`src/rtl/traffic_ctrl_nway.sv`:
```
// N-approach traffic-light controller: seconds prescaler, demand skip, emergency preemption.
// All outputs registered (one-cycle latency from inputs); no backpressure, inputs are levels.
module traffic_ctrl_nway #(
  parameter int N_DIR         = 4,
  parameter int TICKS_PER_SEC = 100000000,
  parameter int GREEN_SEC     = 10,
  parameter int YELLOW_SEC    = 4,
  parameter int ALLRED_SEC    = 1,
  localparam int DW = $clog2(N_DIR)
) (
  input  logic               clk,
  input  logic               reset_n,
  input  logic [N_DIR-1:0]   veh_req,
  input  logic               emerg_req,
  input  logic [DW-1:0]      emerg_dir,
  output logic [3*N_DIR-1:0] lights,
  output logic [DW-1:0]      active_dir,
  output logic [1:0]         phase,
  output logic               sec_tick
);

  localparam int PW   = $clog2(TICKS_PER_SEC);
  localparam int MGY  = (GREEN_SEC > YELLOW_SEC) ? GREEN_SEC : YELLOW_SEC;
  localparam int MAXD = (MGY > ALLRED_SEC) ? MGY : ALLRED_SEC;
  localparam int SW   = $clog2(MAXD + 1);
  localparam logic [PW-1:0] PRE_MAX  = PW'(TICKS_PER_SEC - 1);
  localparam logic [DW-1:0] LAST_DIR = DW'(N_DIR - 1);

  typedef enum logic [1:0] {
    ALLRED = 2'd0,
    GREEN  = 2'd1,
    YELLOW = 2'd2,
    EMERG  = 2'd3
  } state_t;

  state_t             state, state_n;
  logic [PW-1:0]      prescaler, prescaler_n;
  logic               tick_n;
  logic [SW-1:0]      sec_cnt, sec_cnt_n;
  logic [DW-1:0]      next_ptr, next_ptr_n;
  logic [DW-1:0]      dir_n, pick, scan;
  logic               found, emerg_ok;
  logic               green_done, yellow_done, allred_done;
  logic [3*N_DIR-1:0] lights_n;

  function automatic logic [DW-1:0] inc_dir(input logic [DW-1:0] d);
    return (d == LAST_DIR) ? '0 : d + 1'b1;
  endfunction

  function automatic logic [3*N_DIR-1:0] lamp(input state_t st, input logic [DW-1:0] d);
    logic [3*N_DIR-1:0] l;
    for (int i = 0; i < N_DIR; i++) begin
      l[3*i +: 3] = 3'b100;
      if (DW'(i) == d) begin
        case (st)
          GREEN, EMERG: l[3*i +: 3] = 3'b001;
          YELLOW:       l[3*i +: 3] = 3'b010;
          default:      l[3*i +: 3] = 3'b100;
        endcase
      end
    end
    return l;
  endfunction

  assign phase = state;

  always_comb begin
    prescaler_n = (prescaler == PRE_MAX) ? '0 : prescaler + 1'b1;
    tick_n      = (prescaler_n == PRE_MAX);
  end

  // Round-robin scan starting at next_ptr; falls back to next_ptr when nobody is waiting.
  always_comb begin
    pick  = next_ptr;
    found = 1'b0;
    scan  = next_ptr;
    for (int k = 0; k < N_DIR; k++) begin
      if (!found && veh_req[scan]) begin
        pick  = scan;
        found = 1'b1;
      end
      scan = inc_dir(scan);
    end
  end

  always_comb begin
    emerg_ok    = emerg_req && (int'(emerg_dir) < N_DIR);
    green_done  = sec_tick && (sec_cnt == SW'(GREEN_SEC - 1));
    yellow_done = sec_tick && (sec_cnt == SW'(YELLOW_SEC - 1));
    allred_done = sec_tick && (sec_cnt == SW'(ALLRED_SEC - 1));
  end

  always_comb begin
    state_n    = state;
    next_ptr_n = next_ptr;
    dir_n      = active_dir;
    sec_cnt_n  = sec_tick ? sec_cnt + 1'b1 : sec_cnt;
    case (state)
      ALLRED: begin
        if (allred_done) begin
          sec_cnt_n = '0;
          if (emerg_ok) begin
            state_n = EMERG;
            dir_n   = emerg_dir;
          end else begin
            state_n    = GREEN;
            dir_n      = pick;
            next_ptr_n = inc_dir(pick);
          end
        end
      end
      GREEN: begin
        // Preemption is checked every cycle, ahead of the normal timeout.
        if (emerg_ok && (emerg_dir != active_dir)) begin
          state_n   = YELLOW;
          sec_cnt_n = '0;
        end else if (emerg_ok) begin
          state_n   = EMERG;
          sec_cnt_n = '0;
        end else if (green_done) begin
          state_n   = YELLOW;
          sec_cnt_n = '0;
        end
      end
      YELLOW: begin
        if (yellow_done) begin
          state_n   = ALLRED;
          sec_cnt_n = '0;
        end
      end
      EMERG: begin
        sec_cnt_n = '0;
        if (!emerg_req) begin
          state_n    = YELLOW;
          next_ptr_n = inc_dir(active_dir);
        end
      end
      default: begin
        state_n   = ALLRED;
        sec_cnt_n = '0;
      end
    endcase
    lights_n = lamp(state_n, dir_n);
  end

  always_ff @(posedge clk) begin
    if (!reset_n) begin
      state      <= ALLRED;
      prescaler  <= '0;
      sec_tick   <= 1'b0;
      sec_cnt    <= '0;
      next_ptr   <= '0;
      active_dir <= '0;
      lights     <= {N_DIR{3'b100}};
    end else begin
      state      <= state_n;
      prescaler  <= prescaler_n;
      sec_tick   <= tick_n;
      sec_cnt    <= sec_cnt_n;
      next_ptr   <= next_ptr_n;
      active_dir <= dir_n;
      lights     <= lights_n;
    end
  end

endmodule

```
`config.mk`:
```
export PLATFORM = sky130hd
export DESIGN_NAME = traffic_ctrl_nway
export DESIGN_NICKNAME = d
export VERILOG_FILES = /design/src/rtl/traffic_ctrl_nway.sv
export SDC_FILE = /design/constraint.sdc
export NUM_CORES = 1
export LEC_CHECK = 0
export ABC_CLOCK_PERIOD_IN_PS = 3220
export CORE_UTILIZATION = 48
export CTS_CLUSTER_DIAMETER = 40
export CTS_CLUSTER_SIZE = 28
export DETAILED_ROUTE_END_ITERATION = 10
export MAX_ROUTING_LAYER = met4
export PLACE_DENSITY = 0.7
export RECOVER_POWER = 100
export SLEW_MARGIN = 20
export SYNTH_ARGS = -nofsm -noshare
export SYNTH_HDL_FRONTEND = slang
export SYNTH_SLANG_ARGS = --single-unit
```
`constraint.sdc`:
```
create_clock -name clk -period 3.22 [get_ports clk]
set_clock_uncertainty 0.2 [all_clocks]
set_input_delay 0.805 -clock clk [delete_from_list [all_inputs] [get_ports clk]]
set_output_delay 0.805 -clock clk [all_outputs]
set_load 0.01 [all_outputs]
```
==> flow_metrics.tcl, run 1 <==
set metrics [dict create \
    final.setup.worst_slack_ns 0.09677 \
    ys_dominant_reg_cell "dfxtp_1" \
    floorplan.die.width_um 80.63 \
    root_buffer "clkbuf_8" \
    io-pin-count 26 \
    p_leak_nw 1.285 \
    route.vias.total 2747 \
    ys_seq_elements 50 \
    utilization_after_layout_pct 58.40 \
    clk_pin_slew_ns 0.09 \
    crit_path_end_kind "register" \
    critPathMaxStageDelay_ns 0.48 \
    numClockSinks 50 \
    worstPathCellList "clkdlybuf4s50_1 > mux4_2 > or3_1 > a311o_2 > a211o_1 > a211o_1" \
    detail-route-antenna-nets 0 \
    total_power_mw 1.156 \
    syn_nets 370 \
    fp.coreArea_sq_um 5956 \
    setup.worst_path.class "in2reg" \
    clock.fmax_mhz 320.2 \
    post-synth-top-count-cell "dfxtp_1" \
    setup_repair_after_global_routing_missed_its_margin "no" \
    synthDistinctLibCells 69 \
    final-instance-count-excl-fill 465 \
    synth_edf_count 0 \
    synthesis.instances 355 \
    wire_length_of_the_first_global_routing_pass_mm 11.24 \
    layout-area-overhead-vs-synth_pct 17.20 \
    avgRoutedWirePerCell_um 14.36 \
    worst_ep_arrival_time_ns 3.12 \
    hold_path.class "reg2reg" \
    ctsHoldBuffers 0 \
    floorplan.initialDensity_pct 49.83 \
    synth.yosys.warnings 0 \
    final_hold_vios 0 \
    timing.max_cap.violations 0 \
    post-route-drc-count 0 \
    antenna_violations_before_repair 0 \
    seq_area_frac_synth_pct 33.73 \
    hold_ws_ns 0.2922 \
    status "finished clean" \
    setup_tns_ns 0 \
    required_ns 3.21 \
    finalMaxSlewViolations 0 \
    netlist_area_sq_um 2968 \
    floorplan.die_area_sq_um 6501 \
    post_placement_cell_area_sq_um 3386 \
    synthArstFlopShare_pct 0 \
    fin_crit_sh_pct 96.99 \
    largest_fanout_on_the_critical_path 7 \
    grt_max_degree 25 \
    power_density_nw_per_um2 332.4 \
    dieHeight_um 80.63 \
    tightest_slew_ns 1.052 \
    placement_rows 28 \
    final_nets 405 \
    pre_cts_ws_ns -0.2398 \
    setup.worst_path.start_class "input port" \
    synth_top_cells_by_count "dfxtp_1 (50), nor2_1 (40), nand3_1 (25)" \
    place_hpwl_mm 4.865 \
    final-setup-viol-count 0 \
    antenna-diode-count 0 \
    final_cell_area_sq_um 3478 \
    finalCriticalPeriod_ns 3.123 \
    synth_top_area_share_pct 33.73 \
    drt-pass1-iter-count 4 \
    yosys.area.top_type "dfxtp_1" \
    insertion_delay_ns 0.29 \
    first_global_vias 2524 \
    vias_per_std_cell 5.908 \
    vdd_ir_drop_max_v 0.0003111 \
    htree_num_levels 2 \
    initialDrtViolationCount 127 \
    grt_overflow_total 0 \
    buffer_ports.inserted 25 \
    totalWireLength_mm 6.677 \
    worst_path_max_delay_cell "mux4_2" \
    post_cts_buffers 0 \
    max_slew_margin_pct 29.87 \
    synth_top_cells_by_area "dfxtp_1 (34%), xor2_1 (5.3%), nor2_1 (5.1%)" \
    cts_buffers 5 \
    globalRouteTotalUtil_pct 22.22 \
    synthesis.area_per_instance_sq_um 8.360 \
    cts_tree "yes" \
    gp_congestion 0.9186 \
    critPathMostFrequentCell "a211o_1" \
    cts.path.max_buffers 2 \
    post_route_cells_drive_above_1_share_pct 11.54 \
    dp.cells 458 \
]
==> final cells by class <==
class                   instances  area, sq um
repair buffers                 50        426.7
fillers                       571         2477
well taps                      75        93.84
multi-input cells             267         1784
clock buffers                   6        82.58
inverters                      16        60.06
clock inverters                 1        30.03
flip-flops and latches         50         1001
==> critical path, delay by kind of cell <==
family	cells	cell delay (ns)
AND/OR/NAND/NOR	1	0.41
AO/OA/AOI/OAI	3	0.98
buffers and inverters	1	0.44
multiplexers	1	0.48
==> state kept, by name, summed over array words and instances (netlist names) <==
register,count
prescaler,27
lights,12
sec_cnt,4
active_dir,2
next_ptr,2
phase,2
sec_tick,1
==> per-layer routing <==
| layer | track usage (%) | wire (um) | vias to the layer above |
|---|---|---|---|
| li1 | - | - | 1356 |
| met4 | 5.357 | 76 | 0 |
| met3 | 3.295 | 271 | 12 |
| met5 | - | 0 | - |
| met2 | 38.98 | 3334 | 73 |
| met1 | 26.57 | 2994 | 1306 |
==> layout by cell type (no fill, tap or decap), drive strengths merged, types with 9 or more instances in the layout <==
| cell type | instances |
|---|---|
| xnor2 | 12 |
| xor2 | 18 |
| clkbuf | 9 |
| nand4 | 9 |
| buf | 22 |
| dfxtp | 50 |
| a21oi | 16 |
| nand3 | 25 |
| nand2 | 16 |
| dlygate4sd3 | 18 |
| nor2 | 40 |
| inv | 16 |
==> cells by family (layout without fill, tap and decap cells) <==
family,after synthesis,count (layout),share of synthesized area (%)
AO/OA/AOI/OAI,70,70,17.08
flip-flops,50,50,33.73
XOR/XNOR,30,30,8.853
buffers and inverters,38,73,6.028
AND/OR/NAND/NOR,152,152,28.21
multiplexers,9,9,3.583
adder cells (fa/ha/maj),6,6,2.529
==> final timing paths <==
check / start / to / slack (ns) / cells after the start
worst min register to register: prescaler[0] / prescaler[0] / 0.29 / 1
worst max register to register: prescaler[0] / prescaler[5] / 0.33 / 6
worst min-delay path: prescaler[0] / prescaler[0] / 0.29 / 1
worst max-delay path: veh_req[3] / lights[8] / 0.1 / 6
==> what timing repair did <==
item	4_1_cts	5_1_grt
endpoints found under the hold margin	0	0
endpoints found under the setup margin	0	1
gates resized for setup	0	1
==> power by group <==
| group | switching, mW | total, mW | internal [mW] |
|---|---|---|---|
| sequential | 0.00431 | 0.625 | 0.621 |
| combinational | 0.0429 | 0.0804 | 0.0374 |
| clock | 0.202 | 0.451 | 0.249 |
| total | 0.249 | 1.16 | 0.907 |
Note: power is estimated with default switching activity, not from simulation.
==> inputs of run 2 (changes only) <==
GPL_ROUTABILITY_DRIVEN = 0   (was unset)
==> flow_metrics.tcl, run 2 (synthesis gave the netlist of run 1 again) <==
set metrics [dict create \
    status "finished clean" \
    power.switching_uw 265.2 \
    power_density_nw_per_um2 312.7 \
    finalCriticalPeriod_ns 3.134 \
    layout-area-overhead-vs-synth_pct 16.44 \
    io-pin-count 26 \
    timing.max_cap.violations 0 \
    crit_path_end_kind "register" \
    cellInternalPower_uw 815.2 \
    most-common-layout-cells "dfxtp_1 (50), nor2_1 (40), nand3_1 (25), buf_4 (21)" \
    p_leak_nw 1.273 \
    leading_cell_type_in_the_layout_fill_and_taps_excluded "dfxtp_1" \
    biggestRegsByFlops "prescaler x27, lights x12, sec_cnt x4" \
    post_placement_cell_area_sq_um 3378 \
    cts_buffers 5 \
    hold_path.class "reg2reg" \
    clk_pin_slew_ns 0.10 \
    initialDrtViolationCount 102 \
    top_register "prescaler" \
    totalWireLength_mm 6.553 \
    post_cts_buffers 0 \
    setup.worst_path.start_class "input port" \
    final_cell_area_sq_um 3456 \
    floorplan.initialDensity_pct 49.83 \
    vdd_ir_drop_max_v 0.0001913 \
    largest_fanout_on_the_critical_path 4 \
    finalMaxSlewViolations 0 \
    power.sequential.fraction_pct 57.9 \
    tightest_slew_ns 1.010 \
    floorplan.die_area_sq_um 6501 \
    wire_length_of_the_first_global_routing_pass_mm 10.93 \
    insertion_delay_ns 0.31 \
    clock.fmax_mhz 319.1 \
    placement_rows 28 \
    buffer_ports.inserted 25 \
    vias_per_std_cell 5.826 \
    post-route-drc-count 0 \
    ctsHoldBuffers 0 \
    final-instance-count-excl-fill 465 \
    worst_path_max_delay_cell "or4b_1" \
    avgRoutedWirePerCell_um 14.09 \
    grt_max_degree 25 \
    pre_cts_ws_ns -0.2673 \
    grt_overflow_total 0 \
    total_power_mw 1.080 \
    critPathMaxStageDelay_ns 0.51 \
    final_hold_vios 0 \
    final.setup.worst_slack_ns 0.08589 \
    final-setup-viol-count 0 \
    required_ns 3.21 \
    first_global_vias 2391 \
    cts_resized 0 \
    critPathMostFrequentCell "a21oi_1" \
    worst_ep_arrival_time_ns 3.13 \
    setup_repair_after_global_routing_missed_its_margin "no" \
    root_buffer "clkbuf_8" \
    numClockSinks 50 \
    switching_share_pct 24.55 \
    setup.worst_path.class "in2reg" \
    cts.path.max_buffers 2 \
    post_route_cells_drive_above_1_share_pct 11.54 \
    worstPathCellList "clkdlybuf4s50_1 > mux4_2 > or3_1 > clkbuf_4 > a21oi_1 > a21oi_1 > or4b_1" \
    dieHeight_um 80.63 \
    route.vias.total 2709 \
    max_slew_margin_pct 32.65 \
    antenna_violations_before_repair 0 \
    antenna-diode-count 0 \
    dp.cells 457 \
    p_comb_share_pct 7.3 \
    floorplan.die.width_um 80.63 \
    largest_register_ff_count 27 \
    globalRouteTotalUtil_pct 22.18 \
    cts_tree "yes" \
    fp.coreArea_sq_um 5956 \
    final_nets 404 \
    drt-pass1-iter-count 4 \
    place_hpwl_mm 4.818 \
    detail-route-antenna-nets 0 \
    htree_num_levels 2 \
    fin_crit_sh_pct 97.33 \
    clkPwrFrac_pct 34.8 \
]
==> run 2: cell count changes in the layout (fill, tap and decap cells not counted), sizes merged <==
cell / delta
buf: -1
bufinv: -1
clkbuf: -1
clkinv: +1
clkinvlp: +1
inv: +1
==> run 2: power by group through the flow <==
stage	clock (mW)	combinational (mW)	sequential [mW]
after global placement	0	0.0792	0.640
after CTS	0.391	0.0806	0.625
after floorplan	0	0.0532	0.638
after global routing	0.415	0.0872	0.626
final	0.376	0.0787	0.625
after detailed placement	0	0.0803	0.640
==> run 2: final cells by class <==
| type | count | area [sq um] |
|---|---|---|
| inverter | 16 | 60.06 |
| tap | 75 | 93.84 |
| timing repair buffer | 49 | 422.9 |
| multi-input combinational | 267 | 1784 |
| fill | 568 | 2500 |
| sequential | 50 | 1001 |
| clock buffer | 5 | 68.82 |
| clock inverter | 3 | 25.02 |
==> run 2: path summary, 6_finish.rpt <==
kind,slack (ns),cells after the start,from,endpoint
setup / recovery,0.09,7,veh_req[3],lights[5]
hold / removal,0.31,1,prescaler[0],prescaler[0]
setup reg to reg,0.24,7,next_ptr[0],lights[5]
hold reg to reg,0.31,1,prescaler[0],prescaler[0]
==> run 2: per-layer routing <==
metal / vias up / share of wire (%) / global-route usage [%]
met3: 5 / 4.1 / 4.886
met1: 1281 / 45 / 27.20
met4: 0 / 0.81 / 5.357
met5: - / 0 / -
met2: 59 / 50 / 36.86
li1: 1364 / - / -
==> run 2: through the flow <==
| stage | hold WS [ns] | setup TNS (ns) | utilization, % |
|---|---|---|---|
| 3_3_place_gp | 0.2667 | -1.066 | 56.72 |
| 4_1_cts | 0.3153 | 0 | 58.30 |
| 3_5_place_dp | 0.2939 | -1.225 | 56.72 |
| 2_1_floorplan | 0.2476 | 0 | - |
| 5_1_grt | 0.3509 | 0 | 58.03 |
| 6_report | 0.3052 | 0 | 58.03 |
==> run 2: critical path: cells and delay by family <==
kind	cells	cell delay (ns)
AOI/OAI and AO/OA	2	0.29
buffers and inverters	2	0.62
muxes	1	0.49
and+or+nand+nor	2	0.91
==> inputs of run 3 (changes only) <==
PLACE_DENSITY = 0.65   (was 0.7)
==> flow_metrics.tcl, run 3 (synthesis gave the netlist of run 1 again) <==
set metrics [dict create \
    numClockSinks 50 \
    cts_buffers 5 \
    clock.fmax_mhz 318.3 \
    setup.worst_path.start_class "input port" \
    cts_tree "yes" \
    avgRoutedWirePerCell_um 14.84 \
    finalCriticalPeriod_ns 3.142 \
    first_global_vias 2544 \
    detail-route-antenna-nets 0 \
    cp-startpoint "veh_req[0]" \
    grt_overflow_total 0 \
    critPathMaxStageDelay_ns 0.50 \
    p_leak_nw 1.285 \
    worstSetupEndpoint "lights[8]" \
    final_nets 408 \
    critPathMostFrequentCell "a211o_1" \
    worst_ep_arrival_time_ns 3.14 \
    floorplan.die_area_sq_um 6501 \
    worstReg2RegStart "next_ptr[0]" \
    htree_num_levels 2 \
    route.vias.total 2766 \
    finalMaxSlewViolations 0 \
    hold_path.class "reg2reg" \
    fp.coreArea_sq_um 5956 \
    timing.max_cap.violations 0 \
    register_area_sq_um 1001 \
    worstPathBufferInverterCount 1 \
    final-instance-count-excl-fill 469 \
    worst_path_max_delay_cell "mux4_2" \
    final_hold_vios 0 \
    power_density_nw_per_um2 313.8 \
    drt-pass1-iter-count 4 \
    place_hpwl_mm 5.039 \
    insertion_delay_ns 0.31 \
    total_power_mw 1.093 \
    required_ns 3.22 \
    largest_fanout_on_the_critical_path 4 \
    layout-area-overhead-vs-synth_pct 17.33 \
    wire_length_of_the_first_global_routing_pass_mm 11.53 \
    worstPathCellList "clkdlybuf4s50_1 > mux4_2 > or3_4 > a311o_1 > a211o_1 > a211o_1" \
    placement_rows 28 \
    post-route-drc-count 0 \
    tightest_slew_ns 0.5964 \
    fin_crit_sh_pct 97.58 \
    globalRouteTotalUtil_pct 23.32 \
    biggestRegsByFlops "prescaler x27, lights x12, sec_cnt x4" \
    cts.path.max_buffers 2 \
    top_register "prescaler" \
    worst_path_dominant_cell_family "compound AO/OA/AOI/OAI gates" \
    ctsHoldBuffers 0 \
    most-common-layout-cells "dfxtp_1 (50), nor2_1 (40), nand3_1 (25), buf_4 (21)" \
    largest_register_ff_count 27 \
    floorplan.initialDensity_pct 49.83 \
    leading_cell_type_in_the_layout_fill_and_taps_excluded "dfxtp_1" \
    setup_repair_after_global_routing_missed_its_margin "no" \
    io-pin-count 26 \
    status "finished clean" \
    vdd_ir_drop_max_v 0.0002854 \
    crit_path_end_kind "register" \
    floorplan.die.width_um 80.63 \
    dieHeight_um 80.63 \
    dp.cells 461 \
    pre_cts_ws_ns -0.2217 \
    final.setup.worst_slack_ns 0.07802 \
    antenna-diode-count 0 \
    grt_max_degree 25 \
    worst-r2r-cell-count 6 \
    clk_pin_slew_ns 0.09 \
    antenna_violations_before_repair 0 \
    max_slew_margin_pct 59.88 \
    final.fill_count 581 \
    worst_r2r_endpoint "lights[8]" \
    critical_path_depth 6 \
    initialDrtViolationCount 76 \
    multi_input_comb_area_sq_um 1793 \
    final-setup-viol-count 0 \
    buffer_ports.inserted 25 \
    totalWireLength_mm 6.959 \
    timing.reg2reg.setup_slack_ns 0.24 \
    vias_per_std_cell 5.898 \
    post_route_cells_drive_above_1_share_pct 12.18 \
    setup.worst_path.class "in2reg" \
    root_buffer "clkbuf_8" \
]
-- run 3: final cells by class --
class	instances	area share [%]
multi-input cells	267	51.49
flip-flops and latches	50	28.75
repair buffers	53	12.61
well taps	75	2.695
clock buffers	6	2.372
inverters	16	1.725
clock inverters	2	0.3593
-- run 3: worst min path at each step --
stage,to,start,depth (start not counted)
floorplan,prescaler[0],prescaler[0],1
CTS,prescaler[0],prescaler[0],1
global placement,prescaler[0],prescaler[0],1
detailed placement,prescaler[0],prescaler[0],1
finish,prescaler[0],prescaler[0],1
global route,prescaler[0],prescaler[0],1
-- run 3: worst reg2reg max path, delay by kind of cell (launching register included) --
kind	cells	cell delay, ns
adder cells (fa/ha/maj)	1	0.40
flip-flops	1	0.34
multiplexers	1	0.55
AND/OR/NAND/NOR	1	0.40
AO/OA/AOI/OAI	3	0.98
-- run 3: timing repair --
item | 4_1_cts | 5_1_grt
buffers inserted | 0 | 0
setup endpoints to repair | 0 | 1
gates resized for setup | 0 | 1
-- run 3: routing by layer --
layer	GRT usage, %	routed length [um]
met1	27.20	3106
met5	-	0
met4	6.786	99
met3	4.432	350
met2	40.51	3403
-- run 3: through the flow --
step           utilization (%)  setup TNS [ns]  hold WS (ns)  area [sq um]
5_1_grt                  58.47               0        0.3369          3482
6_report                 58.47               0        0.2906          3482
3_3_place_gp             57.23          -1.107        0.2667          3408
4_1_cts                  58.82               0        0.2947          3503
3_5_place_dp             57.23          -1.379        0.2734          3408
2_1_floorplan                -               0        0.2476          2968
-- run 3: power breakdown --
group	total [mW]	internal [mW]	switching (mW)
Sequential	0.625	0.621	0.00438
Clock	0.384	0.173	0.211
Combinational	0.0831	0.0388	0.0444
Total	1.09	0.833	0.260
